==> config.mk <==
export PLATFORM = sky130hd
export DESIGN_NAME = uart_rx_fifo
export DESIGN_NICKNAME = d
export VERILOG_FILES = /design/src/rtl/uart_rx_fifo.sv
export SDC_FILE = /design/constraint.sdc
export NUM_CORES = 1
export LEC_CHECK = 0
export CAP_MARGIN = 20
export CORE_ASPECT_RATIO = 1.1
export CORE_MARGIN = 2
export CORE_UTILIZATION = 35
export CTS_CLUSTER_DIAMETER = 100
export DETAILED_ROUTE_END_ITERATION = 8
export SYNTH_ARGS = -nofsm -noshare
export SYNTH_HDL_FRONTEND = slang
export SYNTH_SLANG_ARGS = --single-unit
==> constraint.sdc <==
create_clock -name sys_clk -period 7.6 [get_ports sys_clk]
set_input_delay 2.28 -clock sys_clk [delete_from_list [all_inputs] [get_ports sys_clk]]
set_output_delay 2.28 -clock sys_clk [all_outputs]
set_load 0.01 [all_outputs]
==> src/rtl/uart_rx_fifo.sv <==
// uart_rx_fifo: 8N1 UART receiver (16x oversampling) feeding a FWFT byte FIFO.
// Define UART_RX_PARITY_EN to add an even-parity bit between data and stop.
module uart_rx_fifo #(
  parameter int CLK_FREQ = 100_000_000,
  parameter int BAUD     = 9600,
  parameter int DEPTH    = 4
) (
  input  logic       sys_clk,
  input  logic       reset,
  input  logic       rx,
  input  logic       rd_en,
  input  logic       clr_err,
  output logic [7:0] rd_data,
  output logic       rx_valid,
  output logic       full,
  output logic       overrun,
  output logic       frame_err,
  output logic       parity_err,
  output logic       irq
);

  localparam int DIV = CLK_FREQ / (BAUD * 16);
  localparam int TW  = (DIV > 1) ? $clog2(DIV) : 1;
  localparam int AW  = $clog2(DEPTH);
  localparam int CW  = AW + 1;
  localparam logic [TW-1:0] TMAX     = TW'(DIV - 1);
  localparam logic [CW-1:0] FULL_CNT = CW'(DEPTH);

  typedef enum logic [2:0] {
    S_IDLE,
    S_START,
    S_DATA,
    S_PAR,
    S_STOP
  } state_t;

  state_t state, state_n;

  logic          rx_m, rx_s, rx_d;
  logic          fall;
  logic [TW-1:0] tcnt;
  logic          tick;
  logic [3:0]    cnt;
  logic [2:0]    bitcnt;
  logic [7:0]    shreg;
  logic          start_smp, bit_smp, stop_smp, any_smp;
  logic          push_req, push, pop, ovr_set, ferr_set;

  logic [7:0]    mem [DEPTH];
  logic [AW-1:0] wr_ptr, rd_ptr;
  logic [CW-1:0] count;

  // rx_d trails rx_s by one cycle so a 1->0 transition can be seen
  always_ff @(posedge sys_clk) begin
    if (reset) begin
      rx_m <= 1'b1;
      rx_s <= 1'b1;
      rx_d <= 1'b1;
    end else begin
      rx_m <= rx;
      rx_s <= rx_m;
      rx_d <= rx_s;
    end
  end

  assign fall = rx_d & ~rx_s;

  always_ff @(posedge sys_clk) begin
    if (reset)
      tcnt <= '0;
    else if (state == S_IDLE && fall)
      tcnt <= '0;
    else if (tcnt == TMAX)
      tcnt <= '0;
    else
      tcnt <= tcnt + 1'b1;
  end

  assign tick = (tcnt == TMAX);

  always_ff @(posedge sys_clk) begin
    if (reset)
      state <= S_IDLE;
    else
      state <= state_n;
  end

`ifdef UART_RX_PARITY_EN
  logic par_smp;
  logic par_bad;
`endif

  always_comb begin
    state_n = state;
    unique case (state)
      S_IDLE:  if (fall) state_n = S_START;
      S_START: if (start_smp) state_n = rx_s ? S_IDLE : S_DATA;
      S_DATA: begin
        if (bit_smp && bitcnt == 3'd7)
`ifdef UART_RX_PARITY_EN
          state_n = S_PAR;
`else
          state_n = S_STOP;
`endif
      end
`ifdef UART_RX_PARITY_EN
      S_PAR:   if (par_smp) state_n = S_STOP;
`endif
      S_STOP:  if (stop_smp) state_n = S_IDLE;
      default: state_n = S_IDLE;
    endcase
  end

  // start sample lands on the 8th tick, every later one on the 16th
  always_comb begin
    start_smp = (state == S_START) && tick && (cnt == 4'd7);
    bit_smp   = (state == S_DATA) && tick && (cnt == 4'd15);
    stop_smp  = (state == S_STOP) && tick && (cnt == 4'd15);
    any_smp   = start_smp | bit_smp | stop_smp;
`ifdef UART_RX_PARITY_EN
    par_smp   = (state == S_PAR) && tick && (cnt == 4'd15);
    any_smp   = any_smp | par_smp;
`endif
  end

  always_ff @(posedge sys_clk) begin
    if (reset || state == S_IDLE) begin
      cnt    <= '0;
      bitcnt <= '0;
    end else if (any_smp) begin
      cnt <= '0;
      if (bit_smp)
        bitcnt <= bitcnt + 1'b1;
    end else if (tick) begin
      cnt <= cnt + 1'b1;
    end
  end

  always_ff @(posedge sys_clk) begin
    if (reset)
      shreg <= '0;
    else if (bit_smp)
      shreg <= {rx_s, shreg[7:1]};
  end

`ifdef UART_RX_PARITY_EN
  always_ff @(posedge sys_clk) begin
    if (reset) begin
      par_bad    <= 1'b0;
      parity_err <= 1'b0;
    end else begin
      if (par_smp)
        par_bad <= ^{rx_s, shreg};
      parity_err <= (parity_err & ~clr_err) | (par_smp & (^{rx_s, shreg}));
    end
  end

  assign push_req = stop_smp & rx_s & ~par_bad;
`else
  assign push_req   = stop_smp & rx_s;
  assign parity_err = 1'b0;
`endif

  assign ferr_set = stop_smp & ~rx_s;

  assign rx_valid = (count != '0);
  assign full     = (count == FULL_CNT);
  assign irq      = rx_valid;
  assign rd_data  = mem[rd_ptr];

  // a pop in the same cycle frees the slot the push needs
  assign pop     = rd_en & rx_valid;
  assign push    = push_req & (~full | pop);
  assign ovr_set = push_req & full & ~pop;

  always_ff @(posedge sys_clk) begin
    if (push)
      mem[wr_ptr] <= shreg;
  end

  always_ff @(posedge sys_clk) begin
    if (reset) begin
      wr_ptr <= '0;
      rd_ptr <= '0;
      count  <= '0;
    end else begin
      if (push)
        wr_ptr <= wr_ptr + 1'b1;
      if (pop)
        rd_ptr <= rd_ptr + 1'b1;
      if (push && !pop)
        count <= count + 1'b1;
      else if (pop && !push)
        count <= count - 1'b1;
    end
  end

  always_ff @(posedge sys_clk) begin
    if (reset) begin
      overrun   <= 1'b0;
      frame_err <= 1'b0;
    end else begin
      overrun   <= (overrun & ~clr_err) | ovr_set;
      frame_err <= (frame_err & ~clr_err) | ferr_set;
    end
  end

endmodule

======== After elaboration in Yosys (flattened, before gate mapping) ========
Memory sizes are Yosys's and may differ from the RTL's. A register that Yosys moved wholly into a read port is not among the register bits.
Cells that the tools add are included.
operators by class
  $add $sub $neg .......................... 7
  $mul .................................... 0
  div/mod/pow operators ................... 0
  order comparisons ....................... 0
  equal/unequal tests ..................... 12
  shift-type cells ........................ 0
  mux-type cells .......................... 12
  bitwise gates (word level) .............. 18
  reductions and logical operators ........ 20
operators with widths
  kind                   number
  $mux 3                 6
  $pmux 3 s4             1
  $add 10x1->10 const B  1
  $eq 10x10->1 const B   1
  $logic_and 1x1->1      10
  $and 1x1->1            9
  $eq 3x3->1 const B     3
  $ne 2x2->1 const B     4
  $add 3x1->3 const B    2
  $mux 2                 3
  $or 1x1->1             5
  $add 2x1->2 const B    2
  $add 4x1->4 const B    1
  $eq 4x3->1 const B     1
  $eq 4x4->1 const B     1
  $not 1->1              4
  $reduce_and 4->1       1
  $eq 3x1->1 const B     1
  $eq 3x2->1 const B     1
  $logic_not 3->1        1
  $reduce_bool 3->1      1
  $reduce_or 3->1        1
  $sub 3x1->3 const B    1
  $logic_not 1->1        2
  other kinds (5)        6
word-level totals
  register bits after elaboration ......... 40
  bits in latches ......................... 0
  RAM bits ................................ 32
  ROM bits ................................ 0
  bits of input ports ..................... 5
  output and inout bits ................... 14
  logic and storage cells ................. 83
  memories kept ........................... 1
memory list
  memory  depth  bits a word  read ports  clocked after memory_dff  write ports  line  RTL
  mem     4      8            1           1                         1            49    logic [7:0] mem [DEPTH];

======== Depth between registers and ports, before layout ========
Gate-level depths: netlist (run 1).
  depth after elaboration ................. 9
  depth in mapped cells ................... 11
  depth with buffers taken out ............ 11

======== Worst setup path after synthesis (run 1) ========
No wires, ideal clock.
  path kind ............................... input -> register
  start point ............................. input port rd_en
  end point ............................... register count[2]
  library setup time ...................... 0.070 ns
  arrival time ............................ 4.247 ns
  required time ........................... 7.530 ns
  path slack .............................. 3.283 ns
  stages .................................. 9
  path buffers ............................ 0
  path through ............................ nor4b_1 > nor4b_1 > and2_1 > ha_1 > inv_1 > fa_1 > xor2_1 > or3_1 > a21oi_1
between the ends
  cells in the longest elaborated chain, start to end .. 6
  elaborated cells on any way between the ends .. 9
  classes of those cells .................. mux (1); bitwise (3); reduce/logical (5)
ends and longest elaborated chain
  element                      line  RTL
  start: declaration           11    input logic rd_en,
  $and 1x1->1 (*)              172   assign pop = rd_en & rx_valid;
  $or 1x1->1 (*)               173   assign push = push_req & (~full | pop);
  $and 1x1->1 (*)              173
  via push                     47    logic push_req, push, pop, ovr_set, ferr_set;
  $logic_not 1->1              193   else if (pop && !push)
  $logic_and 1x1->1            193
  $reduce_bool 2->1 (no line)  --
  end signal: assignment       192   count <= count + 1'b1;
  end signal: assignment       194   count <= count - 1'b1;
  end: declaration             51    logic [CW-1:0] count;
Mark *: on every way through the listed nets, which the timed path passes. The rest lies on a longest branch.
A chain may end at the register's enable or synchronous reset.

======== Worst setup path after layout (run 1) ========
Same ends and word-level chain as after synthesis.

==> impl_summary.txt, run 1 <==
----------------------------------------------------
[Finish]
  Share of cells above drive strength 1 ... 11.54%
  Layout Utilization ... 40.98%
  Post-layout net count ... between 200 and 300
  Fill cell total of the finished layout ... around 840
  Area overhead of the layout relative to synthesis ... 15.17%
  Total inserted antenna cells ... 0

[CTS]
  Hold-fix buffer count after cts ... 0
  Clock latency reported for the late side of the worst-skew pair ... 0.35 ns
  Inserted Clock Buffers ... 9
  Post-CTS clock slew at the launch and capture registers of the worst setup and hold paths ... 0.08 ns
  Buffers inserted by post-CTS timing repair ... 0
  Clock tree from TritonCTS ... built
  Clock Tree Root ... clkbuf_8
  Total number of H-tree levels ... 3
  Total clock sinks ... 74
  Resize count post-CTS ... 0
  Number of buffers on the longest clock path ... 2

[GRT]
  Tot GR Track Use ... 12.27%
  Via count of the first global-routing pass ... 1929
  Maximum number of pins on one net before global-route repair ... 29
  Number of antenna violations at the first check in global routing ... 0
  Wire length of the first global-routing pass ... 9080 um
  Leftover overflow at the end of global routing ... 0

[Route]
  Number of DRC markers after the initial detailed-route iteration ... 44
  Post-detailed-route count of antenna-violating nets ... 0
  Sum of routed wire length over all layers ... 5260 um
  First drt pass iteration count ... 4
  DRC violations left ... 0
  Total via count in the routed design ... 1968
  Average routed wire per standard cell ... approximately 13 um
  Vias per inst ... between 4 and 5

[Yosys]
  Post-synthesis share of cell area spent on and, or, nand and nor gates ... 18.94%
  Commonest register cell after synthesis ... dfxtp_1
  Ranking of synthesized cells by area ... edfxtp_1 31%, dfxtp_1 27%, mux4_2 5.8%
  Fraction of registers with async set/reset ... 0%
  Area share of the largest cell type after synthesis ... a little under a third
  Area share of fa/ha/maj cells after synthesis ... under 10%
  Yosys synthesis warning count ... 0
  Proportion of synthesized area in mux cells ... 7.366%
  Cell type with the highest aggregate area in the netlist ... edfxtp_1
  Syn_nets ... roughly 280
  Syn Inst Count ... 260
  Count of state elements after synthesis ... between 70 and 80
  Count of different cell masters after synthesis ... 43
  Fraction of the mapped netlist area in compound gates ... under 10%
  Dominant combinational cell family by area after synthesis ... simple AND/OR/NAND/NOR gates
  Mapped Avg Cell Area ... 12.02 sq um
  Count of flip-flops with a built-in enable after synthesis ... 32
  Post-synthesis sequential area ratio ... about 58%
  Synthesized area ... approximately 3100 sq um
  Parity-gate share of the synthesized area counting xor and xnor cells ... under 10%

[Worst setup path]
  Peak per-stage delay on the critical path ... about 0.74 ns
  Maximum net fanout on the critical path ... 7
  Logic depth of the worst setup path including buffers ... 10
  Worst r2r path cells ... 10
  Arrival time at the worst endpoint ... 5.09 ns
  Slowest-stage cell, CP ... nor4b_1
  Cell repeated most along the worst path ... nor4b_1
  Worst Setup EP ... count[2]$_SDFFE_PP0P_
  CP cell instances ... clkdlybuf4s50_1 -> nor4b_1 -> nor4b_1 -> and2_1 -> ha_1 -> inv_1 -> fa_1 -> xor2_1 -> or3_1 -> a21oi_1
  Worst setup path startpoint ... rd_en
  Setup CP Type ... input pin to flip-flop
  Data required time at the worst endpoint ... approximately 7.9 ns
  Worst-case register-to-register setup slack ... 4.53 ns
  Reg2Reg Launch Point ... cnt[0]$_SDFFE_PP0N_
  Buffers and inverters on the worst path ... 2
  Startpoint type of the worst setup path ... input pin
  Critical path endpoint category ... flip-flop
  Critical path's top delay family ... simple AND/OR/NAND/NOR gates
  End of the worst register-to-register path ... count[2]$_SDFFE_PP0P_

[STA]
  Actual transition at the worst max-transition pin ... approximately 0.9 ns
  RSZ-0062 raised after global routing ... no
  Setup Viol. Count Final ... 0
  Fin crit period ... 4.806 ns
  Final Cycle Share ... 63.23%
  Peak Freq ... 0.2081 GHz
  Worst rel slew slack ... between 40 and 50%
  Post-route setup TNS ... 0 ns
  Slew Viols, Final ... 0
  Final-report hold violation count ... 0
  Final Skew ... roughly 0.0073 ns

[Power and ir drop]
  Internal cell power ... 0.5435 mW
  Pwr Total ... ~0.7 mW
  Sequential share of power ... 58.4%
  Worst ir drop on vdd ... roughly 0.08 mV
  Switching part of the total ... 23.70%
  P_sw ... around 0.17 mW
  Pwr dens ... 197.9 nW/um^2
  Leak pwr ... 1.265 nW
  Part of the total power dissipated in the clock network ... 39.6%
  Combinational Power Share ... 1.9%

[Die]
  Std-Cell Core Area ... around 8800 sq um
  Die outline width ... 94.10 um
  Boundary pin count ... 19
  Starting utilization of the core area ... a little over a third
  Die Area ... 9703 sq um
  Die height ... 103.1 um
  Num rows ... 36

[Place]
  Detailed placement HPWL ... 3662 um
  Number of I/O port buffers ... 17
  Placer congestion estimate ... 0.7254

[Min path]
  Worst hold-check path type ... flip-flop to flip-flop

[Status]
  Result of the run ... complete, no violations

[Flow run]
  Count of maximum capacitance violations ... 0

----------------------------------------------------
[state kept, by name (all words and copies together) (netlist names), 2 cells and up, named ones only]
register	count
mem	32
tcnt	10
shreg	8
cnt	4
bitcnt	3
count	3
state	3
rd_ptr	2
wr_ptr	2
[per-stage QoR]
step	hold slack [ns]	worst slack (ns)	std cells	instance area (sq um)
floorplan	0.3895	3.283	260	3126
global placement	0.3920	2.550	384	3415
detailed placement	0.3980	2.445	384	3415
CTS	0.4201	2.811	400	3600
global route	0.4470	2.490	400	3600
finish	0.4158	2.794	400	3600
[power groups by stage]
stage / clock [mW] / sequential, mW / combinational, mW
3_3_place_gp: 0 / 0.426 / 0.0140
2_1_floorplan: 0 / 0.425 / 0.0100
3_5_place_dp: 0 / 0.426 / 0.0142
4_1_cts: 0.291 / 0.416 / 0.0142
5_1_grt: 0.310 / 0.417 / 0.0156
6_report: 0.282 / 0.416 / 0.0139
[how the worst min path moves through the flow]
stage	startpoint	to	slack [ns]	depth (start not counted)
3_3_place_gp	rx_m$_SDFF_PP1_	rx_s$_SDFF_PP1_	0.39	1
2_1_floorplan	rx_m$_SDFF_PP1_	rx_s$_SDFF_PP1_	0.39	1
6_report	rx_m$_SDFF_PP1_	rx_s$_SDFF_PP1_	0.42	1
3_5_place_dp	rx_m$_SDFF_PP1_	rx_s$_SDFF_PP1_	0.40	1
4_1_cts	rx_m$_SDFF_PP1_	rx_s$_SDFF_PP1_	0.42	1
5_1_grt	rx_m$_SDFF_PP1_	rx_s$_SDFF_PP1_	0.45	1
[per-layer routing]
| metal | wire, um | global-route usage (%) | up-vias |
|---|---|---|---|
| li1 | - | - | 998 |
| met1 | 2462 | 14.73 | 939 |
| met2 | 2580 | 20.49 | 22 |
| met3 | 124 | 2.851 | 9 |
| met4 | 92 | 6.689 | 0 |
| met5 | 0 | 0 | - |
[placed cells by master, fill, tap and decap left out, types with 2 or more instances in the layout]
cell             synthesis  layout
dfxtp_1                 42      42
edfxtp_1                32      32
nor2_1                  19      19
nand3_1                 17      17
clkdlybuf4s50_1          0      17
a21oi_1                 13      13
xor2_1                  12      12
nand2_1                 10      10
o21ai_0                 10      10
ha_1                    10      10
clkbuf_8                 0       9
nand2b_1                 8       8
mux4_2                   8       8
and3_1                   7       7
inv_1                    6       6
mux2i_1                  5       5
nand4_1                  5       5
or3_1                    4       4
nor3_1                   4       4
nor2b_1                  4       4
nor3b_1                  4       4
nand3b_1                 3       3
nor4b_1                  3       3
nor4bb_1                 3       3
or2_2                    3       3
buf_4                    2       3
o31ai_1                  2       2
xnor2_1                  2       2
inv_6                    0       2
clkinv_4                 0       2
clkinvlp_4               0       2
[cell families (layout without fill, tap and decap cells)]
logic type               count (synthesis)  count (layout)
multiplexers                            13              13
AND/OR/NAND/NOR                        102             102
AO/OA/AOI/OAI                           29              29
buffers and inverters                   16              42
adder cells (fa/ha/maj)                 11              11
XOR/XNOR                                14              14
flip-flops                              74              74
other                                    1               1
[final cells by class]
class | instances | area [sq um] | area share, %
repair buffers | 20 | 192.7 | 5.353
clock buffers | 9 | 123.9 | 3.441
inverters | 6 | 22.52 | 0.6257
multi-input cells | 170 | 1255 | 34.86
well taps | 114 | 142.6 | 3.962
clock inverters | 7 | 61.31 | 1.703
flip-flops and latches | 74 | 1802 | 50.05
[Yosys cell counts, types with 2 or more instances]
master	number
ha_1	10
xnor2_1	2
nand3_1	17
nand3b_1	3
nand4_1	5
nor4b_1	3
inv_1	6
mux4_2	8
nand2b_1	8
nor4bb_1	3
o31ai_1	2
nor3b_1	4
nor2b_1	4
and3_1	7
mux2i_1	5
dfxtp_1	42
nand2_1	10
edfxtp_1	32
buf_1	2
nor2_1	19
nor3_1	4
a21oi_1	13
o21ai_0	10
or2_2	3
xor2_1	12
or3_1	4
buf_4	2
clkbuf_1	5
No activity file was read; power rests on OpenSTA's default activity.
==> run 2, diff against run 1 <==
==> constraint.sdc (replaced) <==
create_clock -name sys_clk -period 3.95 [get_ports sys_clk]
set_input_delay 1.185 -clock sys_clk [delete_from_list [all_inputs] [get_ports sys_clk]]
set_output_delay 1.185 -clock sys_clk [all_outputs]
set_load 0.01 [all_outputs]
==> impl_summary.txt, run 2 (synthesized netlist as in run 1, its figures left out) <==
----------------------------------------------------
[Status]
  Result of the run ... complete, no violations

[STA]
  Slack of the critical path ... 0.6619 ns (-2.133 ns)
  Slew Viols, Final ... 0 (unchanged)
  Worst rel slew slack ... 42.55% (+2.1 points)
  Post-route setup TNS ... 0 ns (unchanged)
  Final Cycle Share ... 83.24%
  Final-report hold violation count ... 0 (unchanged)
  Actual transition at the worst max-transition pin ... 0.8546 ns (-0.02568 ns)
  RSZ-0062 raised after global routing ... no
  Peak Freq ... 0.3041 GHz
  Fin crit period ... 3.288 ns
  Setup Viol. Count Final ... 0 (unchanged)
  Final Skew ... 0.005420 ns (-0.001899 ns)

[Finish]
  Area overhead of the layout relative to synthesis ... 15.61%
  Post-layout net count ... 298 (+0.34%)
  Most common library cell in the layout ignoring fill and taps ... dfxtp_1
  Layout Utilization ... 41.14% (+0.16 points)
  Leading cell types in the layout, fill and taps excluded ... 42 x dfxtp_1, 32 x edfxtp_1, 19 x nor2_1
  Total inserted antenna cells ... 0 (unchanged)
  Leading registers by flop count ... mem (32), tcnt (10), shreg (8)
  Largest register FFs ... 32 (unchanged)
  Largest Register ... mem
  Share of cells above drive strength 1 ... 11.85% (+0.31 points)
  Non-filler cells in the finished layout ... 401 (+0.25%)

[Worst setup path]
  Worst r2r path cells ... 11 (+1)
  Reg2Reg Launch Point ... tcnt[1]$_SDFF_PP0_
  Critical path endpoint category ... flip-flop
  Maximum net fanout on the critical path ... 4 (-3)
  Arrival time at the worst endpoint ... 3.56 ns (-1.53 ns)
  Setup CP Type ... input pin to flip-flop
  Worst-case register-to-register setup slack ... 1.21 ns (-3.32 ns)
  End of the worst register-to-register path ... count[2]$_SDFFE_PP0P_
  Data required time at the worst endpoint ... 4.23 ns (-3.65 ns)
  Startpoint type of the worst setup path ... input pin

[Place]
  Number of I/O port buffers ... 17 (unchanged)
  Placer congestion estimate ... 0.7501 (+3.4%)
  Detailed placement HPWL ... 3683 um (+0.56%)
  Number of placed instances with taps included ... 385 (+0.26%)
  Worst setup slack before clock tree synthesis ... 0.2802 ns (-2.165 ns)

[Die]
  Num rows ... 36 (unchanged)
  Boundary pin count ... 19 (unchanged)
  Starting utilization of the core area ... 35.58% (unchanged)
  Die outline width ... 94.10 um (unchanged)
  Die Area ... 9703 sq um (unchanged)
  Std-Cell Core Area ... 8783 sq um (unchanged)
  Die height ... 103.1 um (unchanged)

[Min path]
  Startpoint of the most critical hold path ... rx_m$_SDFF_PP1_
  Worst hold-check path type ... flip-flop to flip-flop
  Worst Hold End ... rx_s$_SDFF_PP1_
  Cells on Worst Hold Path ... 1 (unchanged)

[Route]
  DRC violations left ... 0 (unchanged)
  Average routed wire per standard cell ... 12.87 um (-2.1%)
  Post-detailed-route count of antenna-violating nets ... 0 (unchanged)
  Total via count in the routed design ... 1959 (-0.46%)
  Number of DRC markers after the initial detailed-route iteration ... 41 (-6.8%)
  First drt pass iteration count ... 4 (unchanged)
  Sum of routed wire length over all layers ... 5161 um (-1.9%)
  Vias per inst ... 4.885 (-0.71%)

[Power and ir drop]
  Leak pwr ... 1.285 nW (+1.6%)
  Pwr dens ... 384.8 nW/um^2 (+94%)
  Pwr Total ... 1.390 mW (+95%)
  Worst ir drop on vdd ... 0.1541 mV (+90%)

[GRT]
  Wire length of the first global-routing pass ... 8983 um (-1.1%)
  Number of antenna violations at the first check in global routing ... 0 (unchanged)
  Via count of the first global-routing pass ... 1944 (+0.78%)
  Maximum number of pins on one net before global-route repair ... 21 (-28%)
  Tot GR Track Use ... 12.14% (-0.13 points)
  Leftover overflow at the end of global routing ... 0 (unchanged)

[Flow run]
  Count of maximum capacitance violations ... 0 (unchanged)

[CTS]
  Clock latency reported for the late side of the worst-skew pair ... 0.34 ns (about the same)
  Resize count post-CTS ... 0 (unchanged)
  Total clock sinks ... 74 (unchanged)
  Number of buffers on the longest clock path ... 2 (unchanged)
  Post-CTS clock slew at the launch and capture registers of the worst setup and hold paths ... 0.08 ns (about the same)
  Total number of H-tree levels ... 3 (unchanged)
  Clock Tree Root ... clkbuf_8
  Hold-fix buffer count after cts ... 0 (unchanged)
  Clock tree from TritonCTS ... built
  Buffers inserted by post-CTS timing repair ... 0 (unchanged)
  Inserted Clock Buffers ... 9 (unchanged)

----------------------------------------------------
## run 2: through the flow
step / hold WS [ns] / cell area (sq um)
6_report: 0.4134 / 3613
4_1_cts: 0.4167 / 3613
5_1_grt: 0.4490 / 3613
2_1_floorplan: 0.3895 / 3126
3_5_place_dp: 0.3978 / 3422
3_3_place_gp: 0.4000 / 3422
## run 2: area by class of cell
cell class,count,area (sq um)
clock buffer,9,123.9
clock inverter,7,67.56
fill,851,5170
inverter,6,22.52
multi-input combinational,170,1255
sequential,74,1802
tap,114,142.6
timing repair buffer,21,200.2
## run 2: worst max path at each step
stage	from	to	slack (ns)	cells after the start
floorplan	rd_en	count[2]$_SDFFE_PP0P_	0.73	9
global placement	rd_en	count[2]$_SDFFE_PP0P_	0.43	10
detailed placement	rd_en	count[2]$_SDFFE_PP0P_	0.28	10
CTS	rd_en	count[2]$_SDFFE_PP0P_	0.64	10
global route	rd_en	count[2]$_SDFFE_PP0P_	0.37	10
finish	rd_en	count[2]$_SDFFE_PP0P_	0.66	10
## run 2: routing by layer
metal	global-route usage [%]	vias up	part of all wire, %
li1	-	999	-
met1	14.94	929	48
met2	19.95	22	48
met3	2.193	9	1.8
met4	7.358	0	2.3
met5	0	-	0
## run 2: worst max-delay path, cell delays in order
cell and delay [ns]:
clkdlybuf4s50_1 0.44, nor4b_1 0.63, nor4b_1 0.14, and2_1 0.20, ha_1 0.21, inv_1 0.07
fa_1 0.17, xor2_1 0.07, or3_1 0.30, a21oi_1 0.13
## run 2: where the power goes
group	switching, mW	leakage (nW)	internal (mW)
Clock	0.272	0.103	0.290
Sequential	0.00613	0.674	0.795
Combinational	0.0146	0.508	0.0129
Total	0.292	1.29	1.10
==> run 3, diff against run 2 <==
==> constraint.sdc (replaced) <==
create_clock -name sys_clk -period 2.9 [get_ports sys_clk]
set_input_delay 0.87 -clock sys_clk [delete_from_list [all_inputs] [get_ports sys_clk]]
set_output_delay 0.87 -clock sys_clk [all_outputs]
set_load 0.01 [all_outputs]
==> impl_summary.txt, run 3 (synthesized netlist as in run 1, its figures left out) <==
----------------------------------------------------
[Status]
  Result of the run ... complete, no violations

[CTS]
  Inserted Clock Buffers ... 9 (unchanged)
  Buffers inserted by post-CTS timing repair ... 0 (unchanged)
  Hold-fix buffer count after cts ... 0 (unchanged)
  Clock Tree Root ... clkbuf_8
  Total number of H-tree levels ... 3 (unchanged)
  Total clock sinks ... 74 (unchanged)
  Post-CTS clock slew at the launch and capture registers of the worst setup and hold paths ... 0.08 ns (about the same)
  Number of buffers on the longest clock path ... 2 (unchanged)
  Clock latency reported for the late side of the worst-skew pair ... 0.35 ns (about the same)
  Clock tree from TritonCTS ... built

[GRT]
  Maximum number of pins on one net before global-route repair ... 16 (-24%)
  Via count of the first global-routing pass ... 2001 (+2.9%)
  Wire length of the first global-routing pass ... 9522 um (+6.0%)
  Leftover overflow at the end of global routing ... 0 (unchanged)
  Number of antenna violations at the first check in global routing ... 0 (unchanged)
  Tot GR Track Use ... 12.84% (+0.70 points)

[Die]
  Starting utilization of the core area ... 35.58% (unchanged)
  Boundary pin count ... 19 (unchanged)
  Die outline width ... 94.10 um (unchanged)
  Std-Cell Core Area ... 8783 sq um (unchanged)
  Num rows ... 36 (unchanged)
  Die height ... 103.1 um (unchanged)
  Die Area ... 9703 sq um (unchanged)

[Worst setup path]
  Startpoint type of the worst setup path ... flip-flop
  Critical path endpoint category ... primary output
  Arrival time at the worst endpoint ... 1.87 ns (-1.69 ns)
  Peak per-stage delay on the critical path ... 0.52 ns (-0.11 ns)
  Buffers and inverters on the worst path ... 2 (unchanged)
  Slowest-stage cell, CP ... mux4_2
  CP cell instances ... buf_4 -> mux4_2 -> clkdlybuf4s50_1
  Setup CP Type ... flip-flop to primary output
  Critical path's top delay family ... buffers and inverters
  Maximum net fanout on the critical path ... 8 (+4)
  Data required time at the worst endpoint ... 2.03 ns (-2.20 ns)

[Power and ir drop]
  Worst ir drop on vdd ... 0.1939 mV (+26%)
  Pwr Total ... 1.867 mW (+34%)
  Leak pwr ... 1.352 nW (+5.1%)
  Pwr dens ... 497.5 nW/um^2 (+29%)

[Flow run]
  Count of maximum capacitance violations ... 0 (unchanged)

[Place]
  Detailed placement HPWL ... 4013 um (+9.0%)
  Worst setup slack before clock tree synthesis ... -0.3494 ns (-0.6296 ns)
  Number of I/O port buffers ... 17 (unchanged)
  Placer congestion estimate ... 0.7651 (+2.0%)

[STA]
  Fin crit period ... 2.740 ns
  Peak Freq ... 0.3650 GHz
  Setup Viol. Count Final ... 0 (unchanged)
  Slack of the critical path ... 0.1603 ns (-0.5016 ns)
  Slew Viols, Final ... 0 (unchanged)
  Final Cycle Share ... ~94%
  RSZ-0062 raised after global routing ... no
  Worst hold slack after final layout ... 0.4149 ns (+0.001561 ns)
  Final-report hold violation count ... 0 (unchanged)
  Final Skew ... 0.009104 ns (+0.003684 ns)

[Finish]
  Most common library cell in the layout ignoring fill and taps ... dfxtp_1
  Post-layout net count ... 311 (+4.4%)
  Fill cell total of the finished layout ... 833 (-2.1%)
  Area of the multi-input gates ... 1275 sq um (+1.6%)
  Total inserted antenna cells ... 0 (unchanged)
  Layout Utilization ... 42.72% (+1.6 points)
  Combined flip-flop and latch cell area ... 1802 sq um (unchanged)
  Leading registers by flop count ... mem (32), tcnt (10), shreg (8)
  Largest register FFs ... 32 (unchanged)
  Area overhead of the layout relative to synthesis ... 20.06%
  Share of cells above drive strength 1 ... 16.67% (+4.8 points)
  Leading cell types in the layout, fill and taps excluded ... 42 x dfxtp_1, 32 x edfxtp_1, 19 x nor2_1
  Largest Register ... mem

[Min path]
  Worst hold-check path type ... flip-flop to flip-flop

[Route]
  First drt pass iteration count ... 4 (unchanged)
  Post-detailed-route count of antenna-violating nets ... 0 (unchanged)
  Number of DRC markers after the initial detailed-route iteration ... 47 (+15%)
  Vias per inst ... 4.937 (+1.1%)
  Total via count in the routed design ... 2044 (+4.3%)
  Sum of routed wire length over all layers ... 5633 um (+9.1%)
  Average routed wire per standard cell ... 13.61 um (+5.7%)
  DRC violations left ... 0 (unchanged)

----------------------------------------------------
run 3: cell type report:
class	count	area share, %
repair buffers	34	8.670
well taps	114	3.801
inverters	6	0.6002
flip-flops and latches	74	48.02
clock inverters	7	1.634
multi-input cells	170	33.98
clock buffers	9	3.301
run 3: layer usage:
metal | part of all wire [%] | GRT usage (%)
met1 | 46 | 15.13
met2 | 50 | 22.36
met3 | 2.0 | 2.632
met4 | 2.0 | 6.355
met5 | 0 | 0
run 3: path summary, 6_finish.rpt:
path | endpoint | cells after the start | slack [ns] | from
worst max register to register | count[2]$_SDFFE_PP0P_ | 11 | 0.22 | tcnt[0]$_SDFF_PP0_
worst min-delay path | rx_s$_SDFF_PP1_ | 1 | 0.41 | rx_m$_SDFF_PP1_
worst min register to register | rx_s$_SDFF_PP1_ | 1 | 0.41 | rx_m$_SDFF_PP1_
worst max-delay path | rd_data[4] | 3 | 0.16 | flip-flop
run 3: power by group:
| group | switching (mW) | internal, mW | total (mW) |
|---|---|---|---|
| logic | 0.0244 | 0.0225 | 0.0469 |
| clock network | 0.408 | 0.325 | 0.732 |
| registers | 0.00549 | 1.08 | 1.09 |
run 3: timing repair:
| action | 4_1_cts | 5_1_grt |
|---|---|---|
| hold endpoints to repair | 0 | 0 |
| endpoints found under the setup margin | 0 | 1 |
| gates resized for setup | 0 | 4 |
run 3: worst reg2reg max path, cell delays in order (launching register included):
cell and delay [ns]:
dfxtp_1 0.31, inv_1 0.05, ha_1 0.16, or3b_4 0.41, nor3_1 0.30, and2_1 0.20
ha_2 0.17, inv_1 0.05, fa_2 0.34, xor2_1 0.16, or3_1 0.35, a21oi_1 0.12
run 3: stage by stage:
step	TNS (ns)	cell area (sq um)	instances
after floorplan	0	3132	260
after global placement	-0.2758	3551	398
after detailed placement	-0.4233	3551	398
after CTS	0	3736	414
after global routing	0	3752	414
final	0	3752	414
